**src/rtl/assert_ctrl_pkg.sv**
```systemverilog
// assert_ctrl_pkg: shared types for the assertion-control sequencer.
// Ctrl codes, type bit positions, command bundle and FSM states.
package assert_ctrl_pkg;

  localparam int NUM_CHK_DEF = 16;
  localparam int SEL_W       = $clog2(NUM_CHK_DEF);

  typedef enum logic [3:0] {
    CTRL_LOCK       = 4'd1,
    CTRL_UNLOCK     = 4'd2,
    CTRL_ON         = 4'd3,
    CTRL_OFF        = 4'd4,
    CTRL_KILL       = 4'd5,
    CTRL_VACUOUSON  = 4'd10,
    CTRL_VACUOUSOFF = 4'd11
  } ctrl_e;

  localparam int AT_CONCURRENT = 0;
  localparam int AT_S_IMM      = 1;
  localparam int AT_D_IMM_OBS  = 2;
  localparam int AT_D_IMM_FIN  = 3;
  localparam int AT_EXPECT     = 4;
  localparam int AT_UNIQUE     = 5;
  localparam int AT_UNIQUE0    = 6;
  localparam int AT_PRIORITY   = 7;

  localparam int DT_ASSERT = 0;
  localparam int DT_COVER  = 1;
  localparam int DT_ASSUME = 2;

  typedef struct packed {
    logic [3:0]       ctrl;
    logic [7:0]       amask;
    logic [2:0]       dmask;
    logic             sel_all;
    logic [SEL_W-1:0] sel_id;
  } cmd_t;

  typedef enum logic [2:0] {
    S_IDLE,
    S_FETCH,
    S_SWEEP,
    S_SINGLE,
    S_DONE
  } state_e;

  function automatic logic ctrl_legal(input logic [3:0] c);
    return c inside {CTRL_LOCK, CTRL_UNLOCK, CTRL_ON, CTRL_OFF,
                     CTRL_KILL, CTRL_VACUOUSON, CTRL_VACUOUSOFF};
  endfunction

  // Commands that a lock blocks; LOCK/UNLOCK always go through.
  function automatic logic ctrl_gated(input logic [3:0] c);
    return c inside {CTRL_ON, CTRL_OFF, CTRL_KILL,
                     CTRL_VACUOUSON, CTRL_VACUOUSOFF};
  endfunction

endpackage

```
**src/rtl/assert_ctrl_seq_cmd_fifo.sv**
```systemverilog
// assert_ctrl_cmd_fifo: small synchronous command FIFO.
// Wrap-bit pointers; push ignored when full, pop ignored when empty.
module assert_ctrl_cmd_fifo
  import assert_ctrl_pkg::*;
#(
  parameter int W     = $bits(cmd_t),
  parameter int DEPTH = 4
) (
  input  logic         clk,
  input  logic         rst,
  input  logic         push_i,
  input  logic         pop_i,
  input  logic [W-1:0] din_i,
  output logic [W-1:0] dout_o,
  output logic         full_o,
  output logic         empty_o
);

  localparam int AW = $clog2(DEPTH);

  logic [AW:0]  wr_q, wr_d, rd_q, rd_d;
  logic [W-1:0] mem_q [DEPTH];
  logic         push_ok, pop_ok;

  assign full_o  = (wr_q[AW] != rd_q[AW]) &&
                   (wr_q[AW-1:0] == rd_q[AW-1:0]);
  assign empty_o = (wr_q == rd_q);
  assign push_ok = push_i && !full_o;
  assign pop_ok  = pop_i && !empty_o;
  assign dout_o  = mem_q[rd_q[AW-1:0]];

  // Pointer advance.
  always_comb begin
    wr_d = wr_q + {{AW{1'b0}}, push_ok};
    rd_d = rd_q + {{AW{1'b0}}, pop_ok};
  end

  // Pointer registers.
  always_ff @(posedge clk or posedge rst) begin
    if (rst) begin
      wr_q <= '0;
      rd_q <= '0;
    end else begin
      wr_q <= wr_d;
      rd_q <= rd_d;
    end
  end

  // Storage; contents are don't-care until written.
  always_ff @(posedge clk) begin
    if (push_ok) mem_q[wr_q[AW-1:0]] <= din_i;
  end

endmodule

```
**src/rtl/assert_ctrl_seq.sv**
```systemverilog
// assert_ctrl_seq: queues assertion-control commands and applies them per slot.
// Define ASSERT_CTRL_LOCK_STATS_EN to count lock-suppressed slot updates.
module assert_ctrl_seq
  import assert_ctrl_pkg::*;
#(
  parameter int  NUM_CHK    = 16,
  parameter int  FIFO_DEPTH = 4,
  localparam int ID_W       = $clog2(NUM_CHK)
) (
  input  logic                 clk,
  input  logic                 rst,
  input  logic                 cmd_valid_i,
  output logic                 cmd_ready_o,
  input  cmd_t                 cmd_i,
  input  logic [NUM_CHK*8-1:0] chk_atype_i,
  input  logic [NUM_CHK*3-1:0] chk_dtype_i,
  output logic [NUM_CHK-1:0]   chk_en_o,
  output logic [NUM_CHK-1:0]   chk_vac_off_o,
  output logic [NUM_CHK-1:0]   chk_kill_o,
  output logic                 busy_o,
  output logic                 done_o,
  output logic                 err_o,
  output logic [15:0]          lock_skip_o
);

  localparam int CMD_W = $bits(cmd_t);

  state_e             state_q, state_d;
  cmd_t               cmd_q, cmd_d, head;
  logic [ID_W-1:0]    idx_q, idx_d;
  logic               err_q, err_d;
  logic [NUM_CHK-1:0] en_q, en_d, vac_q, vac_d;
  logic [NUM_CHK-1:0] lock_q, lock_d, kill_q, kill_d;
  logic [CMD_W-1:0]   fifo_dout;
  logic               fifo_full, fifo_empty, pop, visit, skip;

  assert_ctrl_cmd_fifo #(
    .W     (CMD_W),
    .DEPTH (FIFO_DEPTH)
  ) u_fifo (
    .clk     (clk),
    .rst     (rst),
    .push_i  (cmd_valid_i),
    .pop_i   (pop),
    .din_i   (cmd_i),
    .dout_o  (fifo_dout),
    .full_o  (fifo_full),
    .empty_o (fifo_empty)
  );

  assign head          = cmd_t'(fifo_dout);
  assign pop           = (state_q == S_FETCH);
  assign cmd_ready_o   = !fifo_full;
  assign busy_o        = (state_q != S_IDLE) || !fifo_empty;
  assign done_o        = (state_q == S_DONE);
  assign err_o         = done_o && err_q;
  assign chk_en_o      = en_q;
  assign chk_vac_off_o = vac_q;
  assign chk_kill_o    = kill_q;

  // Sequencer: fetch/decode, then visit one slot per cycle.
  always_comb begin
    state_d = state_q;
    cmd_d   = cmd_q;
    idx_d   = idx_q;
    err_d   = err_q;
    visit   = 1'b0;
    unique case (state_q)
      S_IDLE: begin
        if (!fifo_empty) state_d = S_FETCH;
      end
      S_FETCH: begin
        cmd_d = head;
        idx_d = '0;
        err_d = 1'b0;
        if (!ctrl_legal(head.ctrl) ||
            (!head.sel_all && int'(head.sel_id) >= NUM_CHK)) begin
          err_d   = 1'b1;
          state_d = S_DONE;
        end else if (head.sel_all) begin
          state_d = S_SWEEP;
        end else begin
          idx_d   = ID_W'(head.sel_id);
          state_d = S_SINGLE;
        end
      end
      S_SWEEP: begin
        visit = 1'b1;
        if (idx_q == ID_W'(NUM_CHK - 1)) state_d = S_DONE;
        else idx_d = idx_q + 1'b1;
      end
      S_SINGLE: begin
        visit   = 1'b1;
        state_d = S_DONE;
      end
      S_DONE: begin
        state_d = fifo_empty ? S_IDLE : S_FETCH;
      end
      default: state_d = S_IDLE;
    endcase
  end

  // Apply the current command to the visited slot if its types match.
  always_comb begin
    en_d   = en_q;
    vac_d  = vac_q;
    lock_d = lock_q;
    kill_d = '0;
    skip   = 1'b0;
    for (int i = 0; i < NUM_CHK; i++) begin
      if (visit && idx_q == ID_W'(i) &&
          |(chk_atype_i[i*8 +: 8] & cmd_q.amask) &&
          |(chk_dtype_i[i*3 +: 3] & cmd_q.dmask)) begin
        if (ctrl_gated(cmd_q.ctrl) && lock_q[i]) begin
          skip = 1'b1;
        end else begin
          case (cmd_q.ctrl)
            CTRL_LOCK:       lock_d[i] = 1'b1;
            CTRL_UNLOCK:     lock_d[i] = 1'b0;
            CTRL_ON:         en_d[i]   = 1'b1;
            CTRL_OFF:        en_d[i]   = 1'b0;
            CTRL_KILL:       kill_d[i] = 1'b1;
            CTRL_VACUOUSON:  vac_d[i]  = 1'b0;
            CTRL_VACUOUSOFF: vac_d[i]  = 1'b1;
            default: ;
          endcase
        end
      end
    end
  end

  // State and per-slot registers.
  always_ff @(posedge clk or posedge rst) begin
    if (rst) begin
      state_q <= S_IDLE;
      cmd_q   <= '0;
      idx_q   <= '0;
      err_q   <= 1'b0;
      en_q    <= '1;
      vac_q   <= '0;
      lock_q  <= '0;
      kill_q  <= '0;
    end else begin
      state_q <= state_d;
      cmd_q   <= cmd_d;
      idx_q   <= idx_d;
      err_q   <= err_d;
      en_q    <= en_d;
      vac_q   <= vac_d;
      lock_q  <= lock_d;
      kill_q  <= kill_d;
    end
  end

`ifdef ASSERT_CTRL_LOCK_STATS_EN
  logic [15:0] skip_cnt_q, skip_cnt_d;

  // Saturating count of lock-suppressed slot visits.
  always_comb begin
    skip_cnt_d = skip_cnt_q;
    if (skip && skip_cnt_q != 16'hFFFF) skip_cnt_d = skip_cnt_q + 16'd1;
  end

  // Counter register, cleared only by reset.
  always_ff @(posedge clk or posedge rst) begin
    if (rst) skip_cnt_q <= '0;
    else     skip_cnt_q <= skip_cnt_d;
  end

  assign lock_skip_o = skip_cnt_q;
`else
  logic unused_skip;
  assign unused_skip = skip;
  assign lock_skip_o = '0;
`endif

endmodule

```
**config.mk**
```make
export PLATFORM = sky130hd
export DESIGN_NAME = assert_ctrl_seq
export DESIGN_NICKNAME = d
export VERILOG_FILES = /design/src/rtl/assert_ctrl_pkg.sv /design/src/rtl/assert_ctrl_seq_cmd_fifo.sv /design/src/rtl/assert_ctrl_seq.sv
export SDC_FILE = /design/constraint.sdc
export NUM_CORES = 1
export LEC_CHECK = 0
export BUFFER_PORTS_ARGS = -buffer_cell sky130_fd_sc_hd__buf_2
export CAP_MARGIN = 0
export CORE_MARGIN = 2
export CORE_UTILIZATION = 30
export DETAILED_ROUTE_END_ITERATION = 8
export SETUP_SLACK_MARGIN = 0.4
export SYNTH_ARGS = -nofsm -noshare
export SYNTH_HDL_FRONTEND = slang
export SYNTH_SLANG_ARGS = --single-unit
```
**constraint.sdc**
```tcl
create_clock -name clk -period 3.36 [get_ports clk]
set_input_delay 0.336 -clock clk [delete_from_list [all_inputs] [get_ports clk]]
set_output_delay 0.336 -clock clk [all_outputs]
set_load 0.03 [all_outputs]
```
; Word level (Yosys, flattened, before mapping)
; Memories as Yosys holds them, arrays and structs flattened.
; Cells that the tools add are included.
[totals]
ff_bits = 93
mem_bits_rw = 80
output_inout_bits = 68
elab_cells = 361
mem_count = 1
[op_classes]
addsub = 3
eq_ne = 39
mux = 50
bitwise = 48
reduce_logical = 163
[mem_list]
columns = name, depth, width, rd, rd_ports_with_merged_regs, write_ports, line_no
row1 = u_fifo.mem_q, 4, 20, 1, 0, 1, assert_ctrl_seq_cmd_fifo.sv:22  ; logic [W-1:0] mem_q [DEPTH];
[op_table]
columns = op, count
row1 = $reduce_and A3 Y1, 48
row2 = $and A8 B8 Y8, 16
row3 = $reduce_or A8 Y1, 16
row4 = $logic_and A1 B1 Y1, 68
row5 = $and A3 B3 Y3, 16
row6 = $eq A4 B4 Y1 const B, 12
row7 = $reduce_or A3 Y1, 16
row8 = $mux W1, 39
row9 = $eq A4 B3 Y1 const B, 8
row10 = $eq A4 B2 Y1 const B, 6
row11 = $not A1 Y1, 16
row12 = $pmux W3 S5, 1
row13 = $eq A4 B1 Y1 const B, 3
row14 = $mux W4, 3
row15 = $mux W3, 3
row16 = $pmux W4 S2, 1
row17 = $reduce_bool A2 Y1, 4
row18 = $reduce_bool A7 Y1, 1
row19 = $add A3 B1 Y3, 2
row20 = $eq A3 B2 Y1 const B, 2
row21 = $ne A2 B2 Y1 const B, 3
row22 = $pmux W1 S2, 3
row23 = $reduce_bool A5 Y1, 1
row24 = $add A4 B1 Y4 const B, 1
row25 = other kinds (12), 14

; Depth between registers and ports, before layout
[depth]
word_depth = 7
ltp_mapped = 9
depth_no_buf = 8

; Cells and area by module
; Synthesis repeated with hierarchy kept, for this count alone.
[unflattened]
cells_unflattened = 618
hier_area_um2 = 8295.5
[by_module_without_submodules]
columns = mod, instances, cells_per_inst, area_each_um2, seq_area_each_um2
row1 = assert_ctrl_seq, 1, 482, 5033.6, 2197.1
row2 = assert_ctrl_cmd_fifo, 1, 136, 3261.9, 2552.4

; Worst setup path before layout
; Ideal clock, no wire load.
[synth_timing]
path_kind = register to register
start = register u_fifo.rd_q[1]
end = memory u_fifo.mem_q[2][0] (netlist name) (enable)
arrival_ns = 2.946
required_ns = 2.933
setup_slack_ns = -0.013
path_stages_with_launch = 7
n_path_buf = 1
period_less_slack_ns = 3.373
path_cell_list = dfrtp_1 buf_1 xor2_1 nor2_1 nand2_1 nand2_1 nor3b_1
[synth_via]
elab_chain_len = 6
[synth_rtl]
columns = item, line_no
row1 = "start, declared", assert_ctrl_seq_cmd_fifo.sv:21  ; logic [AW:0] wr_q, wr_d, rd_q, rd_d;
row2 = "start signal, assigned", assert_ctrl_seq_cmd_fifo.sv:45  ; rd_q <= rd_d;
row3 = $eq A2 B2 Y1, assert_ctrl_seq_cmd_fifo.sv:26  ; (wr_q[AW-1:0] == rd_q[AW-1:0]);
row4 = $logic_and A1 B1 Y1, assert_ctrl_seq_cmd_fifo.sv:25  ; assign full_o = (wr_q[AW] != rd_q[AW]) &&
row5 = $logic_not A1 Y1, -
row6 = via cmd_ready_o, assert_ctrl_seq.sv:13  ; output logic cmd_ready_o,
row7 = $logic_and A1 B1 Y1, assert_ctrl_seq_cmd_fifo.sv:28  ; assign push_ok = push_i && !full_o;
row8 = $mux W1, assert_ctrl_seq_cmd_fifo.sv:51  ; if (push_ok) mem_q[wr_q[AW-1:0]] <= din_i;
row9 = $mux W1 (not written as such), assert_ctrl_seq_cmd_fifo.sv:51
row10 = "end, declared", assert_ctrl_seq_cmd_fifo.sv:22
; The timed path passes the listed nets, and every way through them passes these cells.

; Final worst setup path
[layout_timing]
start = register cmd_q[5] (netlist name)
end = register vac_q[15], in the netlist chk_vac_off_o[15]
[layout_via]
elab_chain_len = 4
[layout_rtl]
columns = item, line_no
row1 = "start, declared", assert_ctrl_seq.sv:29  ; cmd_t cmd_q, cmd_d, head;
row2 = "start signal, assigned", assert_ctrl_seq.sv:145  ; cmd_q <= cmd_d;
row3 = $and A3 B3 Y3, assert_ctrl_seq.sv:113  ; |(chk_dtype_i[i*3 +: 3] & cmd_q.dmask)) begin
row4 = $reduce_or A3 Y1, assert_ctrl_seq.sv:113
row5 = $logic_and A1 B1 Y1, assert_ctrl_seq.sv:112  ; |(chk_atype_i[i*8 +: 8] & cmd_q.amask) &&
row6 = $reduce_and A3 Y1 (no line), -
row7 = "end signal, assigned", assert_ctrl_seq.sv:149  ; vac_q <= vac_d;
row8 = "end, declared", assert_ctrl_seq.sv:32  ; logic [NUM_CHK-1:0] en_q, en_d, vac_q, vac_d;
; No other way between the ends.
; A chain may end at the register's enable or synchronous reset.

==> flow_metrics.env <==
export IMPL_clock_fmax_mhz=363.0
export IMPL_maximum_number_of_pins_on_one_net_before_global_route_repair=41
export IMPL_finalCriticalPeriod_ns=2.755
export IMPL_flow_area_growth_from_synthesis_pct=26.50
export IMPL_yosys_area_top_type="edfxtp_1"
export IMPL_dp_hpwl_mm=19.42
export IMPL_multi_input_comb_area_sq_um=3094
export IMPL_final_layout_size_suffix_gt1_share_pct=43.41
export IMPL_status="complete, but fails checks"
export IMPL_rows=60
export IMPL_netlist_instances=619
export IMPL_chipWidth_microns=168.6
export IMPL_clock_tree_root_cell="clkbuf_16"
export IMPL_clk_latency_ns=0.44
export IMPL_int_power_mw=4.849
export IMPL_grt_pass1_vias=6361
export IMPL_via_per_inst=5.302
export IMPL_final_setup_viol_count=0
export IMPL_top_area_cells_in_the_synthesized_netlist="edfxtp_1 (30%), dfrtp_1 (24%), a22oi_1 (6.2%)"
export IMPL_cts_path_max_buffers=2
export IMPL_cts_inserted_buffers=17
export IMPL_fin_setup_tns_ns=0
export IMPL_ys_async_sr_fraction_pct=53.76
export IMPL_cts_repair_resized=0
export IMPL_synthesis_area_sq_um=8125
export IMPL_synth_yosys_warnings=0
export IMPL_cts_reportedPaths_clkPinSlew_ns=0.07
export IMPL_post_synth_cell_area_avg_sq_um=13.13
export IMPL_min_period_over_period_pct=81.98
export IMPL_dr_first_iter_drc_count=678
export IMPL_required_ns=3.69
export IMPL_io_pins=267
export IMPL_p_leak_nw=4.352
export IMPL_seq_power_share_pct=42.7
export IMPL_distinct_cell_type_count_of_the_synthesized_netlist=51
export IMPL_power_switching_mw=3.149
export IMPL_rsz0062_at_grt="no"
export IMPL_yosysSeqAreaShare_pct=58.45
export IMPL_via_count=6442
export IMPL_dp_slack_ns=0.5761
export IMPL_finalHoldViolCount=7
export IMPL_yosys_area_top_type_share_pct=29.57
export IMPL_grt_use_total_pct=18.35
export IMPL_ff_latch_area_sq_um=4750
export IMPL_commonest_register_cell_after_synthesis="edfxtp_1"
export IMPL_normalized_max_slew_margin_pct=30.00
export IMPL_post_route_drc_count=0
export IMPL_final_net_count=1067
export IMPL_critPathSlowestCell="dfrtp_1"
export IMPL_firstDrtPassIters=5
export IMPL_fin_worst_skew_ns=0.01082
export IMPL_clock_power_share_pct=23.9
export IMPL_fillerInstances=2593
export IMPL_globalplace_congestion=0.8849
export IMPL_critPathLaunchType="register"
export IMPL_grt_antenna_before_repair=0
export IMPL_initial_utilization_pct=30.32
export IMPL_core_footprint_sq_um=26800
export IMPL_power_share_switching_pct=39.37
export IMPL_power_density_nw_per_um2=778.1
export IMPL_routed_wl_mm=25.76
export IMPL_failed_checks="hold timing"
export IMPL_worst_path_largest_cell_delay_ns=1.04
export IMPL_dieArea_sq_um=28420
export IMPL_h_tree_depth=4
export IMPL_path_class="register to register"
export IMPL_power_share_combinational_pct=33.4
export IMPL_vdd_ir_drop_worst_mv=0.2958
export IMPL_timing_max_cap_violations=0
export IMPL_worst_hold_slack_ns=-0.004161
export IMPL_critical_path_arrival_ns=3.08
export IMPL_critical_path_cell_chain="a222oi_1, or3_1, a211oi_1, nand2_1, mux2_2"
export IMPL_cts_sinks=173
export IMPL_worstMarginPinSlew_ns=1.050
export IMPL_setup_worst_path_end_class="register"
export IMPL_finalMaxSlewViolations=0
export IMPL_cts_tree="yes"
export IMPL_synth_seq_cells=173
export IMPL_postRouteAntennaNets=0
export IMPL_placement_io_buffers=250
export IMPL_number_of_flops_mapped_to_enable_cells_by_yosys=80
export IMPL_timing_critical_path_fanout_max=17
export IMPL_postCtsSetupRepairBufs=0
export IMPL_global_route_overflow_total=0
export IMPL_setup_ws_ns=0.6054
export IMPL_avgRoutedWirePerCell_microns=21.20
export IMPL_grt_first_pass_wirelength_mm=39.05
export IMPL_die_height_microns=168.6
export IMPL_hold_buffers=0
export IMPL_hold_class="input port to async pin"
==> area by class of cell <==
| type | instances | area share [%] |
|---|---|---|
| antenna | 1 | 0.02435 |
| clock buffer | 18 | 4.273 |
| clock inverter | 14 | 1.412 |
| multi-input combinational | 390 | 30.10 |
| tap | 341 | 4.151 |
| timing repair buffer | 267 | 13.41 |
| inverter | 11 | 0.4139 |
| sequential | 173 | 46.21 |
==> worst paths after layout <==
| check | to | slack, ns | depth (start not counted) | from |
|---|---|---|---|---|
| max | chk_vac_off_o[15] | 0.61 | 5 | cmd_q[5] |
| min | lock_q[1] | -0.004 | 2 | rst |
| max reg2reg | chk_vac_off_o[15] | 0.61 | 5 | cmd_q[5] |
| min reg2reg | u_fifo.wr_q[2] | 0.50 | 1 | u_fifo.wr_q[2] |
| max in group asynchronous | chk_en_o[15] | 2.49 | 3 | rst |
| min in group clk | u_fifo.mem_q[0][10] | 0.11 | 1 | cmd_i[10] |
==> Yosys cell counts (2+ instances only) <==
| cell type | n |
|---|---|
| edfxtp_1 | 80 |
| dfrtp_1 | 77 |
| a22oi_1 | 67 |
| o21ai_0 | 35 |
| a211oi_1 | 33 |
| mux2_2 | 31 |
| clkbuf_1 | 22 |
| mux4_2 | 20 |
| nand2_1 | 19 |
| buf_4 | 18 |
| a21oi_1 | 17 |
| buf_2 | 17 |
| nand4_1 | 17 |
| dfstp_2 | 16 |
| nor3_1 | 16 |
| nor2_1 | 15 |
| a222oi_1 | 13 |
| a2bb2oi_1 | 11 |
| inv_1 | 11 |
| nand4b_1 | 10 |
| ha_1 | 8 |
| nor3b_1 | 6 |
| and2_1 | 5 |
| nand2b_1 | 5 |
| xor2_1 | 5 |
| nand3_1 | 4 |
| a221o_1 | 3 |
| and3_1 | 3 |
| and4_1 | 3 |
| or2_2 | 3 |
| or3_1 | 3 |
| a31oi_1 | 2 |
| buf_1 | 2 |
| mux2i_1 | 2 |
| nand3b_1 | 2 |
| o31a_1 | 2 |
| or3b_1 | 2 |
==> cells in the final DEF (no fill, tap or decap), drive strengths merged, types with 3 or more instances in the layout <==
master / count
buf: 267
edfxtp: 80
dfrtp: 77
a22oi: 67
o21ai: 36
a211oi: 34
mux2: 32
mux4: 20
nand2: 19
clkbuf: 18
a21oi: 17
nand4: 17
inv: 17
conb: 16
dfstp: 16
nor2: 16
nor3: 16
a222oi: 13
a2bb2oi: 11
nand4b: 10
ha: 8
nor3b: 6
clkinv: 6
nand2b: 5
and2: 5
xor2: 5
nand3: 4
or3: 4
a221o: 3
and4: 3
or2: 3
and3: 3
or3b: 3
==> logic make-up (layout without fill, tap and decap cells) <==
kind of cell	after synthesis	in the layout	share of synthesized area (%)
AND/OR/NAND/NOR	117	117	8.331
multiplexers	54	54	10.27
XOR/XNOR	5	5	0.5389
adder cells (fa/ha/maj)	8	8	1.232
flip-flops	173	173	58.45
AO/OA/AOI/OAI	190	190	16.74
other	1	17	0.04615
buffers and inverters	71	310	4.389
==> power groups by stage <==
stage               Clock [mW]  Sequential [mW]  Combinational (mW)
CTS                       1.95             3.39                2.69
global route              2.05             3.49                2.90
finish                    1.91             3.42                2.67
global placement             0             3.43                2.66
floorplan                    0             2.97                2.11
detailed placement           0             3.44                2.68
==> registers in the layout, summed over array words and instances, names as in the netlist <==
| signal | cells |
|---|---|
| chk_en_o | 16 |
| chk_kill_o | 16 |
| chk_vac_off_o | 16 |
| cmd_q | 15 |
| err_q | 1 |
| idx_q | 4 |
| lock_q | 16 |
| state_q | 3 |
| u_fifo.mem_q | 80 |
| u_fifo.rd_q | 3 |
| u_fifo.wr_q | 3 |
==> per-stage QoR <==
| step | power, mW | instance area, sq um | utilization, % | hold WS (ns) | instances |
|---|---|---|---|---|---|
| 2_1_floorplan | 5.083 | 8182 | - | 0.4349 | 634 |
| 3_3_place_gp | 6.088 | 9692 | 36.16 | 0.4744 | 1182 |
| 3_5_place_dp | 6.115 | 9692 | 36.16 | 0.4796 | 1182 |
| 4_1_cts | 8.034 | 10280 | 38.34 | 0.02114 | 1214 |
| 5_1_grt | 8.443 | 10280 | 38.34 | 0.04279 | 1214 |
| 6_report | 7.998 | 10280 | 38.35 | -0.004161 | 1215 |
==> per-layer routing <==
layer	wire, microns	track usage (%)	vias to the layer above
met5	0	0	-
met4	646	6.259	0
met3	2049	4.910	45
met2	11530	27.32	301
met1	11530	25.94	3160
li1	-	-	2936
==> critical path, delay by kind of cell, from the launching register on <==
kind / cells / cell delay, ns
flops: 1 / 1.04
compound gates: 2 / 0.76
mux: 1 / 0.28
simple gates: 2 / 0.57
Power figures use the tool's default switching activity.
